## src/rtl/fifo_reader_pkg.sv

```systemverilog
// fifo_reader_pkg
// Shared types and helpers for the FIFO drain-side reader.
//   state_t : controller states (IDLE, WAIT, SEND)
//   beat_w  : width of the beat counter for a given word/beat ratio,
//             never less than one bit so the counter always exists.
package fifo_reader_pkg;

    typedef enum logic [1:0] {
        IDLE = 2'd0,
        WAIT = 2'd1,
        SEND = 2'd2
    } state_t;

    function automatic int beat_w(input int par_read, input int par_out);
        int beats;
        beats = par_read / par_out;
        if (beats <= 2) begin
            return 1;
        end
        return $clog2(beats);
    endfunction

endpackage

```

## src/rtl/fifo_reader_if.sv

```systemverilog
// fifo_reader_if
// Bundles the FIFO read port and the downstream valid/ready stream that
// fifo_reader sits between.
//   master : the reader's view (drives fifo_ren and the output stream)
//   slave  : the environment's view (FIFO flags/data and out_ready)
// Signals:
//   fifo_empty, fifo_dout, fifo_ren          FIFO read side
//   out_data, out_valid, out_ready, out_last downstream stream
interface fifo_reader_if #(
    parameter int SIZE     = 16,
    parameter int PAR_READ = 4,
    parameter int PAR_OUT  = 1
);

    logic                       fifo_empty;
    logic [SIZE*PAR_READ-1:0]   fifo_dout;
    logic                       fifo_ren;
    logic [SIZE*PAR_OUT-1:0]    out_data;
    logic                       out_valid;
    logic                       out_ready;
    logic                       out_last;

    modport master (
        input  fifo_empty, fifo_dout, out_ready,
        output fifo_ren, out_data, out_valid, out_last
    );

    modport slave (
        output fifo_empty, fifo_dout, out_ready,
        input  fifo_ren, out_data, out_valid, out_last
    );

endinterface

```

## src/rtl/word_serializer.sv

```systemverilog
// word_serializer
// Holds one FIFO word and walks through it PAR_OUT elements at a time,
// lowest element first.
// Ports:
//   clk        rising-edge clock
//   flush      synchronous drop of buffer and beat position
//   load       capture load_data and restart at beat 0 (wins over advance)
//   load_data  full FIFO word
//   advance    step to the next beat (wraps after the last beat)
//   data       current beat slice
//   last       current beat is the final one of the word
module word_serializer
    import fifo_reader_pkg::*;
#(
    parameter int SIZE     = 16,
    parameter int PAR_READ = 4,
    parameter int PAR_OUT  = 1
) (
    input  logic                     clk,
    input  logic                     flush,
    input  logic                     load,
    input  logic [SIZE*PAR_READ-1:0] load_data,
    input  logic                     advance,
    output logic [SIZE*PAR_OUT-1:0]  data,
    output logic                     last
);

    localparam int BEATS = PAR_READ / PAR_OUT;
    localparam int BW    = beat_w(PAR_READ, PAR_OUT);
    localparam int SLICE = SIZE * PAR_OUT;
    localparam logic [BW-1:0] LAST_BEAT = BW'(BEATS - 1);

    logic [SIZE*PAR_READ-1:0] buffer;
    logic [BW-1:0]            beat;

    // A load restarts the word even if a handshake lands in the same cycle,
    // which is what lets back-to-back words run without a bubble.
    always_ff @(posedge clk) begin
        if (flush) begin
            buffer <= '0;
            beat   <= '0;
        end else if (load) begin
            buffer <= load_data;
            beat   <= '0;
        end else if (advance) begin
            beat <= last ? '0 : beat + 1'b1;
        end
    end

    always_comb begin
        data = buffer[int'(beat)*SLICE +: SLICE];
        last = (beat == LAST_BEAT);
    end

endmodule

```

## src/rtl/fifo_reader.sv

```systemverilog
// fifo_reader
// Drain-side controller: pops PAR_READ-element words from a FIFO and
// streams them out PAR_OUT elements per beat over valid/ready.
// Ports:
//   clk         rising-edge clock
//   rst         synchronous active-high reset (also zeroes words_done)
//   clear       synchronous flush, keeps words_done
//   bus         fifo_reader_if.master (FIFO read port + output stream)
//   busy        controller active or a word is pending
//   words_done  wrapping count of fully sent words
// Build option:
//   FIFO_READER_PREFETCH_EN  adds a pending-word register so the next word
//                            is fetched during SEND and words go out with
//                            no idle cycles between them.
module fifo_reader
    import fifo_reader_pkg::*;
#(
    parameter int SIZE     = 16,
    parameter int PAR_READ = 4,
    parameter int PAR_OUT  = 1,
    parameter int CNT_W    = 16
) (
    input  logic             clk,
    input  logic             rst,
    input  logic             clear,
    fifo_reader_if.master    bus,
    output logic             busy,
    output logic [CNT_W-1:0] words_done
);

    state_t                   state;
    state_t                   next_state;
    logic                     flush;
    logic                     load;
    logic                     advance;
    logic                     count_word;
    logic [SIZE*PAR_READ-1:0] load_data;
    logic [SIZE*PAR_OUT-1:0]  ser_data;
    logic                     ser_last;

    assign flush = rst | clear;

    word_serializer #(
        .SIZE     (SIZE),
        .PAR_READ (PAR_READ),
        .PAR_OUT  (PAR_OUT)
    ) u_serializer (
        .clk       (clk),
        .flush     (flush),
        .load      (load),
        .load_data (load_data),
        .advance   (advance),
        .data      (ser_data),
        .last      (ser_last)
    );

`ifdef FIFO_READER_PREFETCH_EN
    logic                     inflight;
    logic                     pend_full;
    logic                     pend_load;
    logic                     pend_take;
    logic [SIZE*PAR_READ-1:0] pend_data;

    // inflight marks a pop issued during SEND whose data shows up this cycle.
    // Unless the FSM consumes it directly, that data parks in the pending
    // register. A pop needs both to be clear, so they are never set together.
    always_ff @(posedge clk) begin
        if (flush) begin
            inflight  <= 1'b0;
            pend_full <= 1'b0;
            pend_data <= '0;
        end else begin
            inflight <= bus.fifo_ren && (state == SEND);
            if (pend_load) begin
                pend_full <= 1'b1;
                pend_data <= bus.fifo_dout;
            end else if (pend_take) begin
                pend_full <= 1'b0;
            end
        end
    end

    assign busy = (state != IDLE) || pend_full || inflight;
`else
    assign busy = (state != IDLE);
`endif

    always_ff @(posedge clk) begin
        if (flush) begin
            state <= IDLE;
        end else begin
            state <= next_state;
        end
    end

    // Next-state, FIFO pop and serializer control. A flush overrides
    // everything at the end so no pop or load happens in a reset/clear cycle.
    always_comb begin
        next_state    = state;
        bus.fifo_ren  = 1'b0;
        bus.out_valid = 1'b0;
        load          = 1'b0;
        load_data     = bus.fifo_dout;
        advance       = 1'b0;
        count_word    = 1'b0;
`ifdef FIFO_READER_PREFETCH_EN
        pend_load     = inflight;
        pend_take     = 1'b0;
`endif
        case (state)
            IDLE: begin
`ifdef FIFO_READER_PREFETCH_EN
                // A pop issued on the final handshake lands here; use it
                // before asking the FIFO for anything new.
                if (pend_full) begin
                    load       = 1'b1;
                    load_data  = pend_data;
                    pend_take  = 1'b1;
                    next_state = SEND;
                end else if (inflight) begin
                    load       = 1'b1;
                    pend_load  = 1'b0;
                    next_state = SEND;
                end else
`endif
                begin
                    bus.fifo_ren = !bus.fifo_empty;
                    if (!bus.fifo_empty) begin
                        next_state = WAIT;
                    end
                end
            end
            WAIT: begin
                load       = 1'b1;
                next_state = SEND;
            end
            SEND: begin
                bus.out_valid = 1'b1;
                advance       = bus.out_ready;
`ifdef FIFO_READER_PREFETCH_EN
                bus.fifo_ren  = !bus.fifo_empty && !pend_full && !inflight;
`endif
                if (bus.out_ready && ser_last) begin
                    count_word = 1'b1;
`ifdef FIFO_READER_PREFETCH_EN
                    if (pend_full) begin
                        load      = 1'b1;
                        load_data = pend_data;
                        pend_take = 1'b1;
                    end else if (inflight) begin
                        load      = 1'b1;
                        pend_load = 1'b0;
                    end else begin
                        next_state = IDLE;
                    end
`else
                    next_state = IDLE;
`endif
                end
            end
            default: begin
                next_state = IDLE;
            end
        endcase

        if (flush) begin
            next_state   = IDLE;
            bus.fifo_ren = 1'b0;
            load         = 1'b0;
            advance      = 1'b0;
            count_word   = 1'b0;
`ifdef FIFO_READER_PREFETCH_EN
            pend_load    = 1'b0;
            pend_take    = 1'b0;
`endif
        end
    end

    // Data and last are forced low outside SEND so the idle stream is quiet.
    assign bus.out_data = bus.out_valid ? ser_data : '0;
    assign bus.out_last = bus.out_valid && ser_last;

    // clear leaves the count alone; only rst zeroes it.
    always_ff @(posedge clk) begin
        if (rst) begin
            words_done <= '0;
        end else if (count_word) begin
            words_done <= words_done + 1'b1;
        end
    end

endmodule
```

## src/flat_wrapper.sv

```systemverilog
// flat-port wrapper written by rule: the top's interface ports become plain ports
module fifo_reader_flat import fifo_reader_pkg::*;
#(
    parameter int SIZE     = 16,
    parameter int PAR_READ = 4,
    parameter int PAR_OUT  = 1,
    parameter int CNT_W    = 16
)
  (clk, rst, clear, busy, words_done, bus_fifo_empty, bus_fifo_dout, bus_out_ready, bus_fifo_ren, bus_out_data, bus_out_valid, bus_out_last);
  fifo_reader_if #(.SIZE(SIZE), .PAR_READ(PAR_READ), .PAR_OUT(PAR_OUT)) bus_i ();
  input  logic clk;
  input  logic rst;
  input  logic clear;
  output logic busy;
  output logic [CNT_W-1:0] words_done;
  input wire logic [$bits(bus_i.fifo_empty)-1:0] bus_fifo_empty;
  input wire logic [$bits(bus_i.fifo_dout)-1:0] bus_fifo_dout;
  input wire logic [$bits(bus_i.out_ready)-1:0] bus_out_ready;
  output wire logic [$bits(bus_i.fifo_ren)-1:0] bus_fifo_ren;
  output wire logic [$bits(bus_i.out_data)-1:0] bus_out_data;
  output wire logic [$bits(bus_i.out_valid)-1:0] bus_out_valid;
  output wire logic [$bits(bus_i.out_last)-1:0] bus_out_last;
  assign bus_i.fifo_empty = bus_fifo_empty;
  assign bus_i.fifo_dout = bus_fifo_dout;
  assign bus_i.out_ready = bus_out_ready;
  assign bus_fifo_ren = bus_i.fifo_ren;
  assign bus_out_data = bus_i.out_data;
  assign bus_out_valid = bus_i.out_valid;
  assign bus_out_last = bus_i.out_last;
  fifo_reader #(.SIZE(SIZE), .PAR_READ(PAR_READ), .PAR_OUT(PAR_OUT), .CNT_W(CNT_W)) u_core (.clk(clk), .rst(rst), .clear(clear), .bus(bus_i), .busy(busy), .words_done(words_done));
endmodule
```

## config.mk

```make
export PLATFORM = sky130hd
export DESIGN_NAME = fifo_reader_flat
export DESIGN_NICKNAME = d
export VERILOG_FILES = /design/src/rtl/fifo_reader_pkg.sv /design/src/rtl/fifo_reader_if.sv /design/src/rtl/word_serializer.sv /design/src/rtl/fifo_reader.sv /design/src/flat_wrapper.sv
export SDC_FILE = /design/constraint.sdc
export NUM_CORES = 1
export LEC_CHECK = 0
export BUFFER_PORTS_ARGS = -buffer_cell sky130_fd_sc_hd__buf_4
export CELL_PAD_IN_SITES_DETAIL_PLACEMENT = 0
export CELL_PAD_IN_SITES_GLOBAL_PLACEMENT = 1
export CORE_AREA = 2 2 101 103
export DETAILED_ROUTE_END_ITERATION = 16
export DIE_AREA = 0 0 103 105
export GPL_ROUTABILITY_DRIVEN = 0
export MAX_ROUTING_LAYER = met4
export PLACE_DENSITY_LB_ADDON = 0.1
export SYNTH_ARGS = -nofsm -noshare
export SYNTH_HDL_FRONTEND = slang
export SYNTH_HIERARCHICAL = 1
export SYNTH_SLANG_ARGS = --single-unit
```

## constraint.sdc

```tcl
create_clock -name clk -period 2.74 [get_ports clk]
set_input_delay 0.411 -clock clk [delete_from_list [all_inputs] [get_ports clk]]
set_output_delay 0.411 -clock clk [all_outputs]
set_load 0.01 [all_outputs]
```

==> flow_metrics.env <==
export IMPL_fillCellCount=935
export IMPL_clk_latency_ns=0.34
export IMPL_yosys_cell_count_top_type="dfxtp_1"
export IMPL_cts_clk_slew_worst_paths_ns=0.08
export IMPL_ys_warn_count=6
export IMPL_drtIter0Drc=68
export IMPL_synthTopCellsByArea="dfxtp_1 44%, mux2i_1 17%, mux4_1 11%, nor2_1 7.2%, and2_1 3.1%"
export IMPL_place_ws_ns=0.650
export IMPL_period_share=0.859
export IMPL_crit_slowest_cell="nor2b_1"
export IMPL_synth_async_reset_ratio=0
export IMPL_crit_family="simple AND/OR/NAND/NOR gates"
export IMPL_areaGrowthSynthToFinish_pct=28.9
export IMPL_cts_max_level=3
export IMPL_clock_root_buffer="clkbuf_8"
export IMPL_cts_hold_buf=0
export IMPL_yosys_area_top_type="dfxtp_1"
export IMPL_fin_area_mm2=0.00488
export IMPL_setup_tns_ns=0
export IMPL_slew_viol_final=0
export IMPL_gr_total_overflow=0
export IMPL_dpl_cell_area_mm2=0.00468
export IMPL_initial_core_util=0.393
export IMPL_utilization=0.507
export IMPL_syn_area_mm2=0.00379
export IMPL_synth_common_cells="84 x dfxtp_1, 73 x nor2_1, 66 x mux2i_1, 19 x and2_1, 16 x mux4_1"
export IMPL_outcome="complete, no violations"
export IMPL_grt_max_degree=69
export IMPL_num_rows=36
export IMPL_ios=105
export IMPL_fin_ws_ns=0.385
export IMPL_grt_pass1_vias=2748
export IMPL_die_height_um=105
export IMPL_start_kind="flip-flop"
export IMPL_ctsResizeCount=0
export IMPL_grt_usage=0.158
export IMPL_crit_fanout=8
export IMPL_worstSetupEndpointType="primary output"
export IMPL_fmax_ghz=0.425
export IMPL_antenna_found_initial=0
export IMPL_drive_above_1_share=0.298
export IMPL_path_cells="nor2b_1 -> buf_4 -> and2_1 -> buf_4"
export IMPL_synthFlopType="dfxtp_1"
export IMPL_ys_seq_area_frac=0.444
export IMPL_synth_top_area_share=0.444
export IMPL_num_vias=2833
export IMPL_power_leakage_nw=1.88
export IMPL_finalHoldViolations=0
export IMPL_syn_area_per_cell_um2=10.9
export IMPL_critical_path_class="flip-flop to primary output"
export IMPL_p_per_area_mw_per_mm2=473
export IMPL_cp_required_ns=2.33
export IMPL_clock_sinks=84
export IMPL_synth_cell_types=40
export IMPL_cts_buffers=9
export IMPL_layout_nets=517
export IMPL_cts_path_max_buffers=2
export IMPL_finalCriticalPeriod_ns=2.35
export IMPL_cap_violations=0
export IMPL_dp_final_hpwl_um=5710
export IMPL_grt_setup_unrepaired="false"
export IMPL_timing_critical_path_buf_inv=2
export IMPL_drcViolationCount=0
export IMPL_grt_pass1_wl_um=13200
export IMPL_post_cts_buffers=0
export IMPL_crit_path_max_incr_delay_ns=0.61
export IMPL_core_mm2=0.00964
export IMPL_worst_ep_arrival_time_ns=1.94
export IMPL_routed_via_density=4.86
export IMPL_worst_pin_slew_ns=0.743
export IMPL_synthCells=348
export IMPL_finalSetupViolCount=0
export IMPL_post_drt_wl_per_cell_um=14.2
export IMPL_cts_tree="done"
export IMPL_slew_headroom=0.504
export IMPL_detailedRoute_firstPassIterationCount=4
export IMPL_hold_path_class="input pin to flip-flop"
export IMPL_seq_area_mm2=0.00168
export IMPL_ant_nets=0
export IMPL_routed_wl_um=8260
export IMPL_ys_ff_latch=84
export IMPL_port_buffers=104
export IMPL_diodes=0
export IMPL_multiInputGateArea_mm2=0.00197
export IMPL_fin_skew_ns=0.00793
export IMPL_die_area_mm2=0.0108
export IMPL_peakVddDrop_mv=0.257
export IMPL_crit_top_cell="buf_4"
export IMPL_die_w_um=103
export IMPL_syn_nets=419
export IMPL_synth_edf_count=0
## cells in the final DEF, fill, tap and decap left out, types with 2 or more instances in the layout
cell,instances
a21oi_1,6
and2_1,19
and4_1,2
buf_4,111
bufinv_16,2
clkbuf_8,9
clkinv_2,2
dfxtp_1,84
ha_1,2
inv_1,3
mux2i_1,66
mux4_1,16
nand2_1,2
nand3_1,4
nand4_1,6
nor2_1,73
nor2b_1,2
nor4_1,2
o311ai_0,3
o31ai_1,4
o41ai_1,3
or2_2,2
or4_1,4
xor2_1,6
## path summary, 6_finish.rpt
path,start,to,slack (ns),cells past startpoint
setup / recovery,u_core/state[1],bus_out_data[10],0.39,4
hold / removal,bus_fifo_empty,u_core/state[0],0.23,2
setup reg to reg,u_core/u_serializer/beat[0],u_core/words_done[14],0.72,6
hold reg to reg,u_core/words_done[15],u_core/words_done[15],0.49,2
## through the flow
step	power, mW	hold WS, ns	cells
floorplan	1.31	0.451	348
global placement	1.40	0.465	568
detailed placement	1.40	0.474	568
CTS	2.34	0.212	583
global route	2.41	0.217	583
finish	2.31	0.231	583
## kinds of logic after synthesis
group / count (synthesis) / synth area share
compound gates: 18 / 0.0343
xor+xnor: 7 / 0.0162
fa+ha+maj: 2 / 0.00660
buf+inv: 28 / 0.0386
flops: 84 / 0.444
mux: 82 / 0.285
simple gates: 127 / 0.175
## state kept, by name, summed over array words and instances, names as in the netlist
register / count
u_core/state: 2
u_core/u_serializer/beat: 2
u_core/u_serializer/buffer: 64
u_core/words_done: 16
## area by class of cell
type	count	share of cell area
multi-input combinational	236	0.403
sequential	84	0.344
timing repair buffer	112	0.175
tap	133	0.0341
clock buffer	10	0.0261
clock inverter	5	0.0159
inverter	3	0.00231
## power by group
part | total [mW] | internal, mW | switching, mW
registers | 1.23 | 1.22 | 0.00370
clock network | 0.941 | 0.506 | 0.435
logic | 0.140 | 0.0838 | 0.0563
total | 2.31 | 1.81 | 0.495
## metal layers
layer / vias up / track usage / wire, um / part of all wire
met5: - / - / 0 / 0
met4: 0 / 0.0367 / 69 / 0.0084
met3: 7 / 0.0415 / 398 / 0.048
met2: 60 / 0.243 / 3930 / 0.48
met1: 1333 / 0.209 / 3860 / 0.47
li1: 1433 / - / - / -
(Power assumes the default switching activity.)
